$ cat config.mk
export PLATFORM = sky130hd
export DESIGN_NAME = ysyx_22050612_ifetch_flat
export DESIGN_NICKNAME = d
export VERILOG_FILES = /design/src/rtl/ysyx_22050612_ifetch_pkg.sv /design/src/rtl/ysyx_22050612_ifetch_if.sv /design/src/rtl/ysyx_22050612_ifetch_linebuf.sv /design/src/rtl/ysyx_22050612_ifetch.sv /design/src/flat_wrapper.sv
export SDC_FILE = /design/constraint.sdc
export NUM_CORES = 1
export LEC_CHECK = 0
export ABC_AREA = 1
export BUFFER_PORTS_ARGS = -buffer_cell sky130_fd_sc_hd__buf_4
export CAP_MARGIN = 20
export CORE_ASPECT_RATIO = 1.4
export CORE_UTILIZATION = 40
export CTS_CLUSTER_DIAMETER = 30
export DETAILED_ROUTE_END_ITERATION = 8
export PLACE_DENSITY = 0.77
export SYNTH_ARGS = -nofsm -noshare
export SYNTH_HDL_FRONTEND = slang
export SYNTH_SLANG_ARGS = --single-unit
$ cat constraint.sdc
create_clock -name clk -period 1.4 [get_ports clk]
set_clock_uncertainty 0.1 [all_clocks]
set_input_delay 0.07 -clock clk [delete_from_list [all_inputs] [get_ports clk]]
set_output_delay 0.07 -clock clk [all_outputs]
set_load 0.05 [all_outputs]
$ cat src/rtl/ysyx_22050612_ifetch_pkg.sv
// Package for the instruction fetch controller.
// Contents: FSM state type, alignment constant, fault instruction value
// and a helper that selects one 32-bit word out of a 64-bit doubleword.
package ysyx_22050612_ifetch_pkg;

  typedef enum logic [2:0] {
    S_IDLE,
    S_REQ,
    S_WAIT,
    S_RESP,
    S_DROP
  } state_t;

  localparam int unsigned IFETCH_ALIGN_BITS = 3;
  localparam logic [31:0] INST_FAULT_VAL    = 32'h0;

  // pc[2] chooses the upper or lower instruction of the doubleword
  function automatic logic [31:0] pick_word(input logic [63:0] dw, input logic hi);
    return hi ? dw[63:32] : dw[31:0];
  endfunction

endpackage

$ cat src/rtl/ysyx_22050612_ifetch_if.sv
// Bundle of the fetch controller's core-side and memory-side signals.
// Modports:
//   master - the fetch controller (drives inst_*, fault_o, mem_req, mem_addr)
//   slave  - the surrounding core/memory (drives pc_*, flush, inst_ready, mem_gnt/rvalid/rdata/err)
interface ysyx_22050612_ifetch_if #(
  parameter int unsigned ADDR_W = 64,
  parameter int unsigned DATA_W = 64
);
  // core side
  logic [ADDR_W-1:0] pc_i;
  logic              pc_valid;
  logic              flush;
  logic [31:0]       inst_o;
  logic              inst_valid;
  logic              inst_ready;
  logic              fault_o;
  // memory side
  logic              mem_req;
  logic [ADDR_W-1:0] mem_addr;
  logic              mem_gnt;
  logic              mem_rvalid;
  logic [DATA_W-1:0] mem_rdata;
  logic              mem_err;

  modport master (
    input  pc_i, pc_valid, flush, inst_ready,
    input  mem_gnt, mem_rvalid, mem_rdata, mem_err,
    output inst_o, inst_valid, fault_o, mem_req, mem_addr
  );

  modport slave (
    output pc_i, pc_valid, flush, inst_ready,
    output mem_gnt, mem_rvalid, mem_rdata, mem_err,
    input  inst_o, inst_valid, fault_o, mem_req, mem_addr
  );

endinterface

$ cat src/rtl/ysyx_22050612_ifetch_linebuf.sv
// One-entry line buffer for the fetch controller.
// Holds the tag (address above the doubleword offset) and data of the last
// successful memory response. Used only when YSYX_22050612_IFETCH_LINEBUF_EN
// is defined.
// Ports: clk, rst (sync active-low), lookup_tag -> hit/hit_data,
//        fill/fill_tag/fill_data write the entry, inval clears it
//        (inval wins over fill).
module ysyx_22050612_ifetch_linebuf #(
  parameter int unsigned TAG_W  = 61,
  parameter int unsigned DATA_W = 64
) (
  input  logic              clk,
  input  logic              rst,
  input  logic [TAG_W-1:0]  lookup_tag,
  output logic              hit,
  output logic [DATA_W-1:0] hit_data,
  input  logic              fill,
  input  logic [TAG_W-1:0]  fill_tag,
  input  logic [DATA_W-1:0] fill_data,
  input  logic              inval
);

  logic              valid;
  logic [TAG_W-1:0]  tag;
  logic [DATA_W-1:0] data;

  always_ff @(posedge clk) begin
    if (!rst) begin
      valid <= 1'b0;
      tag   <= '0;
      data  <= '0;
    end else if (inval) begin
      valid <= 1'b0;
    end else if (fill) begin
      valid <= 1'b1;
      tag   <= fill_tag;
      data  <= fill_data;
    end
  end

  assign hit      = valid && (tag == lookup_tag);
  assign hit_data = data;

endmodule

$ cat src/rtl/ysyx_22050612_ifetch.sv
// Instruction fetch controller between the core's pc output and inst input.
// Accepts a fetch address, runs req/gnt/rvalid to a 64-bit instruction
// memory, selects the 32-bit instruction and hands it to the core with a
// valid/ready handshake. Supports flush and fault reporting (misaligned pc
// or memory error). All outputs are registered.
// Ports: clk, rst (synchronous, active-low), bus (ysyx_22050612_ifetch_if.master).
// Optional: define YSYX_22050612_IFETCH_LINEBUF_EN to add a one-entry line
// buffer that serves repeat fetches from the same doubleword in one cycle.
module ysyx_22050612_ifetch
  import ysyx_22050612_ifetch_pkg::*;
#(
  parameter int unsigned ADDR_W = 64,
  parameter int unsigned DATA_W = 64
) (
  input  logic clk,
  input  logic rst,
  ysyx_22050612_ifetch_if.master bus
);

  state_t            state;
  logic              word_sel;   // pc[2] of the fetch in flight
  logic              lb_hit;
  logic [DATA_W-1:0] lb_data;
  logic              misaligned;
  logic [ADDR_W-1:0] line_addr;

  assign misaligned = |bus.pc_i[1:0];
  assign line_addr  = {bus.pc_i[ADDR_W-1:IFETCH_ALIGN_BITS], {IFETCH_ALIGN_BITS{1'b0}}};

`ifdef YSYX_22050612_IFETCH_LINEBUF_EN
  logic lb_fill;
  logic lb_inval;

  // A flushed or errored response must never populate the buffer
  assign lb_inval = bus.flush || (state == S_WAIT && bus.mem_rvalid && bus.mem_err);
  assign lb_fill  = (state == S_WAIT) && bus.mem_rvalid && !bus.mem_err && !bus.flush;

  ysyx_22050612_ifetch_linebuf #(
    .TAG_W  (ADDR_W - IFETCH_ALIGN_BITS),
    .DATA_W (DATA_W)
  ) u_linebuf (
    .clk        (clk),
    .rst        (rst),
    .lookup_tag (bus.pc_i[ADDR_W-1:IFETCH_ALIGN_BITS]),
    .hit        (lb_hit),
    .hit_data   (lb_data),
    .fill       (lb_fill),
    .fill_tag   (bus.mem_addr[ADDR_W-1:IFETCH_ALIGN_BITS]),
    .fill_data  (bus.mem_rdata),
    .inval      (lb_inval)
  );
`else
  assign lb_hit  = 1'b0;
  assign lb_data = '0;
`endif

  always_ff @(posedge clk) begin
    if (!rst) begin
      state          <= S_IDLE;
      word_sel       <= 1'b0;
      bus.mem_req    <= 1'b0;
      bus.mem_addr   <= '0;
      bus.inst_valid <= 1'b0;
      bus.inst_o     <= '0;
      bus.fault_o    <= 1'b0;
    end else begin
      unique case (state)
        S_IDLE: begin
          if (!bus.flush && bus.pc_valid) begin
            word_sel <= bus.pc_i[2];
            if (misaligned) begin
              bus.inst_o     <= INST_FAULT_VAL;
              bus.fault_o    <= 1'b1;
              bus.inst_valid <= 1'b1;
              state          <= S_RESP;
            end else if (lb_hit) begin
              bus.inst_o     <= pick_word(lb_data, bus.pc_i[2]);
              bus.fault_o    <= 1'b0;
              bus.inst_valid <= 1'b1;
              state          <= S_RESP;
            end else begin
              bus.mem_req  <= 1'b1;
              bus.mem_addr <= line_addr;
              state        <= S_REQ;
            end
          end
        end

        S_REQ: begin
          // A granted request is outstanding even when flushed, so it must be drained
          if (bus.mem_gnt) begin
            bus.mem_req <= 1'b0;
            state       <= bus.flush ? S_DROP : S_WAIT;
          end else if (bus.flush) begin
            bus.mem_req <= 1'b0;
            state       <= S_IDLE;
          end
        end

        S_WAIT: begin
          if (bus.mem_rvalid) begin
            if (bus.flush) begin
              state <= S_IDLE;
            end else if (bus.mem_err) begin
              bus.inst_o     <= INST_FAULT_VAL;
              bus.fault_o    <= 1'b1;
              bus.inst_valid <= 1'b1;
              state          <= S_RESP;
            end else begin
              bus.inst_o     <= pick_word(bus.mem_rdata, word_sel);
              bus.fault_o    <= 1'b0;
              bus.inst_valid <= 1'b1;
              state          <= S_RESP;
            end
          end else if (bus.flush) begin
            state <= S_DROP;
          end
        end

        S_RESP: begin
          if (bus.flush || bus.inst_ready) begin
            bus.inst_valid <= 1'b0;
            state          <= S_IDLE;
          end
        end

        S_DROP: begin
          if (bus.mem_rvalid) begin
            state <= S_IDLE;
          end
        end

        default: state <= S_IDLE;
      endcase
    end
  end

endmodule

$ cat src/flat_wrapper.sv
// flat-port wrapper written by rule: the top's interface ports become plain ports
module ysyx_22050612_ifetch_flat import ysyx_22050612_ifetch_pkg::*;
#(
  parameter int unsigned ADDR_W = 64,
  parameter int unsigned DATA_W = 64
)
  (clk, rst, bus_pc_i, bus_pc_valid, bus_flush, bus_inst_ready, bus_mem_gnt, bus_mem_rvalid, bus_mem_rdata, bus_mem_err, bus_inst_o, bus_inst_valid, bus_fault_o, bus_mem_req, bus_mem_addr);
  ysyx_22050612_ifetch_if #(.ADDR_W(ADDR_W), .DATA_W(DATA_W)) bus_i ();
  input  logic clk;
  input  logic rst;
  input wire logic [$bits(bus_i.pc_i)-1:0] bus_pc_i;
  input wire logic [$bits(bus_i.pc_valid)-1:0] bus_pc_valid;
  input wire logic [$bits(bus_i.flush)-1:0] bus_flush;
  input wire logic [$bits(bus_i.inst_ready)-1:0] bus_inst_ready;
  input wire logic [$bits(bus_i.mem_gnt)-1:0] bus_mem_gnt;
  input wire logic [$bits(bus_i.mem_rvalid)-1:0] bus_mem_rvalid;
  input wire logic [$bits(bus_i.mem_rdata)-1:0] bus_mem_rdata;
  input wire logic [$bits(bus_i.mem_err)-1:0] bus_mem_err;
  output wire logic [$bits(bus_i.inst_o)-1:0] bus_inst_o;
  output wire logic [$bits(bus_i.inst_valid)-1:0] bus_inst_valid;
  output wire logic [$bits(bus_i.fault_o)-1:0] bus_fault_o;
  output wire logic [$bits(bus_i.mem_req)-1:0] bus_mem_req;
  output wire logic [$bits(bus_i.mem_addr)-1:0] bus_mem_addr;
  assign bus_i.pc_i = bus_pc_i;
  assign bus_i.pc_valid = bus_pc_valid;
  assign bus_i.flush = bus_flush;
  assign bus_i.inst_ready = bus_inst_ready;
  assign bus_i.mem_gnt = bus_mem_gnt;
  assign bus_i.mem_rvalid = bus_mem_rvalid;
  assign bus_i.mem_rdata = bus_mem_rdata;
  assign bus_i.mem_err = bus_mem_err;
  assign bus_inst_o = bus_i.inst_o;
  assign bus_inst_valid = bus_i.inst_valid;
  assign bus_fault_o = bus_i.fault_o;
  assign bus_mem_req = bus_i.mem_req;
  assign bus_mem_addr = bus_i.mem_addr;
  ysyx_22050612_ifetch #(.ADDR_W(ADDR_W), .DATA_W(DATA_W)) u_core (.clk(clk), .rst(rst), .bus(bus_i));
endmodule
==> flow_metrics.tcl <==
set metrics [dict create \
    outcome "finished with violations" \
    violations "negative setup slack" \
    stdcell_count 1099 \
    path_cells "nor2_4 -> buf_4 -> buf_6 -> nand2_4 -> inv_6 -> nand2_8 -> clkbuf_16 -> a21oi_2 -> nand2_1 -> a21oi_1" \
    worstSkewPairLatency_ns 0.35 \
    gr-usage-all-layers_pct 28.81 \
    path_clk_slew_ns 0.07 \
    end_kind "flip-flop" \
    gr-total-overflow 0 \
    avgSynthCellArea_um2 6.907 \
    antenna_left 0 \
    post-synth-top-area-cell "dfxtp_1" \
    start_util_pct 41.67 \
    dr.first_iter.drc_count 434 \
    dieArea_mm2 0.01090 \
    r2r_cells 10 \
    post-place-ws_ns -0.2523 \
    cp.required_ns 1.57 \
    final.setup.tns_ns -17.57 \
    synth_area_mm2 0.004193 \
    ys_warn_count 0 \
    r2r-end "u_core.bus.inst_o[26]$_SDFFE_PN0P_" \
    antenna_found_initial 0 \
    drv_cap 0 \
    holdWs_ns 0.02676 \
    syn_inst 607 \
    finalHoldViolations 0 \
    whs_endpoint "u_core.bus.inst_o[10]$_SDFFE_PN0P_" \
    setup_viol 99 \
    synth_top_area_share_pct 47.75 \
    critPathArrivalTime_ns 1.86 \
    rsz0062_at_grt "true" \
    row_count 43 \
    antenna_cells 0 \
    synthTopCellsByArea "dfxtp_1 48%, nor2_1 15%, nand2_1 12%" \
    leakage_nw 3.948 \
    ys_seq_area_share_pct 47.75 \
    cts_buffer_depth 2 \
    most-common-layout-cells "260 x buf_4, 145 x nor2_1, 108 x nand2_1" \
    final_common_cell "buf_4" \
    drc 0 \
    whs_path_depth 5 \
    total_power_mw 12.82 \
    r2r_slack_ns -0.29 \
    dpl_cell_area_mm2 0.006277 \
    cts_made_buffers 9 \
    fmax_mhz 590.5 \
    grt_max_degree 45 \
    place_hpwl_um 9524 \
    crit_slowest_cell "dfxtp_2" \
    hp-class "in -> reg" \
    vias 5921 \
    cp-start-kind "flip-flop" \
    htreeDepth 3 \
    cp_max_fo 7 \
    place_congestion 0.8298 \
    grt_first_pass_wirelength_um 24130 \
    clock_sinks 100 \
    dp_cells 970 \
    root_buffer "clkbuf_16" \
    io_buffer_count 231 \
    die_height_um 123.1 \
    grt_pass1_vias 5298 \
    drt-total-wl_um 20910 \
    max_stage_delay_ns 0.34 \
    nets 1095 \
    finalWorstSetupSlack_ns -0.2934 \
    synth_cell_types 22 \
    period_share_pct 121.0 \
    ys_ff_latch 100 \
    cts_tree "done" \
    slew_violations 0 \
    firstDrtPassIters 5 \
    drive_gt1_share_pct 44.92 \
    vdd_drop_max_v 0.0009294 \
    via_per_inst 5.388 \
    fp.dieW_um 88.53 \
    utilization_pct 84.34 \
    post_drt_wl_per_cell_um 19.03 \
    pwr_density_cell_mw_per_mm2 1511 \
    ios 235 \
    fill_cells 456 \
    regToRegStartpoint "u_core.state[2]$_SDFFE_PN0P_" \
    syn2layout_area_growth_pct 102.4 \
    postLayoutCellArea_mm2 0.008486 \
    core_area_mm2 0.01006 \
    hp-start "bus_mem_rdata[42]" \
    crit_type "reg -> reg" \
    period_needed_ns 1.693 \
]
==> kinds of logic after synthesis <==
family | Yosys count | synth area share [%]
AOI/OAI and AO/OA | 133 | 16.41
buffers and inverters | 60 | 6.356
other | 1 | 0.08944
and+or+nand+nor | 313 | 29.39
DFF | 100 | 47.75
==> critical path, delay by kind of cell (launching register included) <==
kind | cells | cell delay [ns]
buf+inv | 4 | 0.51
simple gates | 4 | 0.36
flops | 1 | 0.34
compound gates | 2 | 0.30
==> layout make-up <==
class / instances / area, um^2 / share of cell area, %
timing repair buffer: 381 / 3428 / 40.40
tap: 135 / 168.9 / 1.991
multi-input combinational: 449 / 2492 / 29.37
inverter: 18 / 87.58 / 1.032
clock inverter: 5 / 60.06 / 0.7078
sequential: 100 / 2006 / 23.64
clock buffer: 11 / 242.7 / 2.861
==> cell usage after synthesis <==
master    count
o21ai_2       2
clkbuf_1     15
a21boi_0      6
conb_1        1
nand4_1       3
buf_2        24
o21ai_0      60
o21ai_1      10
clkinv_1      1
buf_4         3
nand2_4       1
inv_1        11
nor2_1      167
nor2_2        1
nor2_4        1
nand2_1     129
nand3_1       7
nand2_2       3
inv_2         6
dfxtp_1     100
nor2_8        1
a21oi_1      55
==> registers in the layout, summed over array words and instances, names as in the netlist <==
signal,cells
u_core.state,3
u_core.word_sel,1
u_core.bus.inst_valid,1
u_core.bus.mem_req,1
u_core.bus.mem_addr,61
u_core.bus.inst_o,32
u_core.bus.fault_o,1
==> routing by layer <==
layer	vias up	track usage (%)	share of wire (%)
li1	2633	-	-
met1	2707	29.71	34
met2	463	53.75	51
met3	118	7.877	9.7
met4	0	11.69	5.7
met5	-	0	0
==> how the worst max path moves through the flow <==
stage / endpoint / startpoint / cells past startpoint
finish: u_core.bus.inst_o[26]$_SDFFE_PN0P_ / u_core.state[2]$_SDFFE_PN0P_ / 10
global route: u_core.bus.inst_o[26]$_SDFFE_PN0P_ / u_core.state[2]$_SDFFE_PN0P_ / 10
CTS: u_core.bus.mem_addr[32]$_SDFFE_PN0P_ / u_core.state[0]$_SDFFE_PN0P_ / 10
detailed placement: u_core.bus.mem_addr[10]$_SDFFE_PN0P_ / u_core.state[2]$_SDFFE_PN0P_ / 10
global placement: u_core.bus.inst_o[10]$_SDFFE_PN0P_ / u_core.state[2]$_SDFFE_PN0P_ / 5
floorplan: u_core.bus.mem_addr[10]$_SDFFE_PN0P_ / u_core.state[2]$_SDFFE_PN0P_ / 9
==> power breakdown <==
| group | internal (mW) | switching, mW |
|---|---|---|
| clock network | 1.44 | 1.13 |
| registers | 3.16 | 0.221 |
| logic | 2.85 | 4.01 |
==> timing repair <==
item,in CTS,in global routing
pin swaps,18,30
setup endpoints to repair,98,100
resized for setup,76,117
hold buffers,85,0
gates cloned,3,11
setup buffers,4,12
endpoints found under the hold margin,78,0
(Power assumes the default switching activity.)
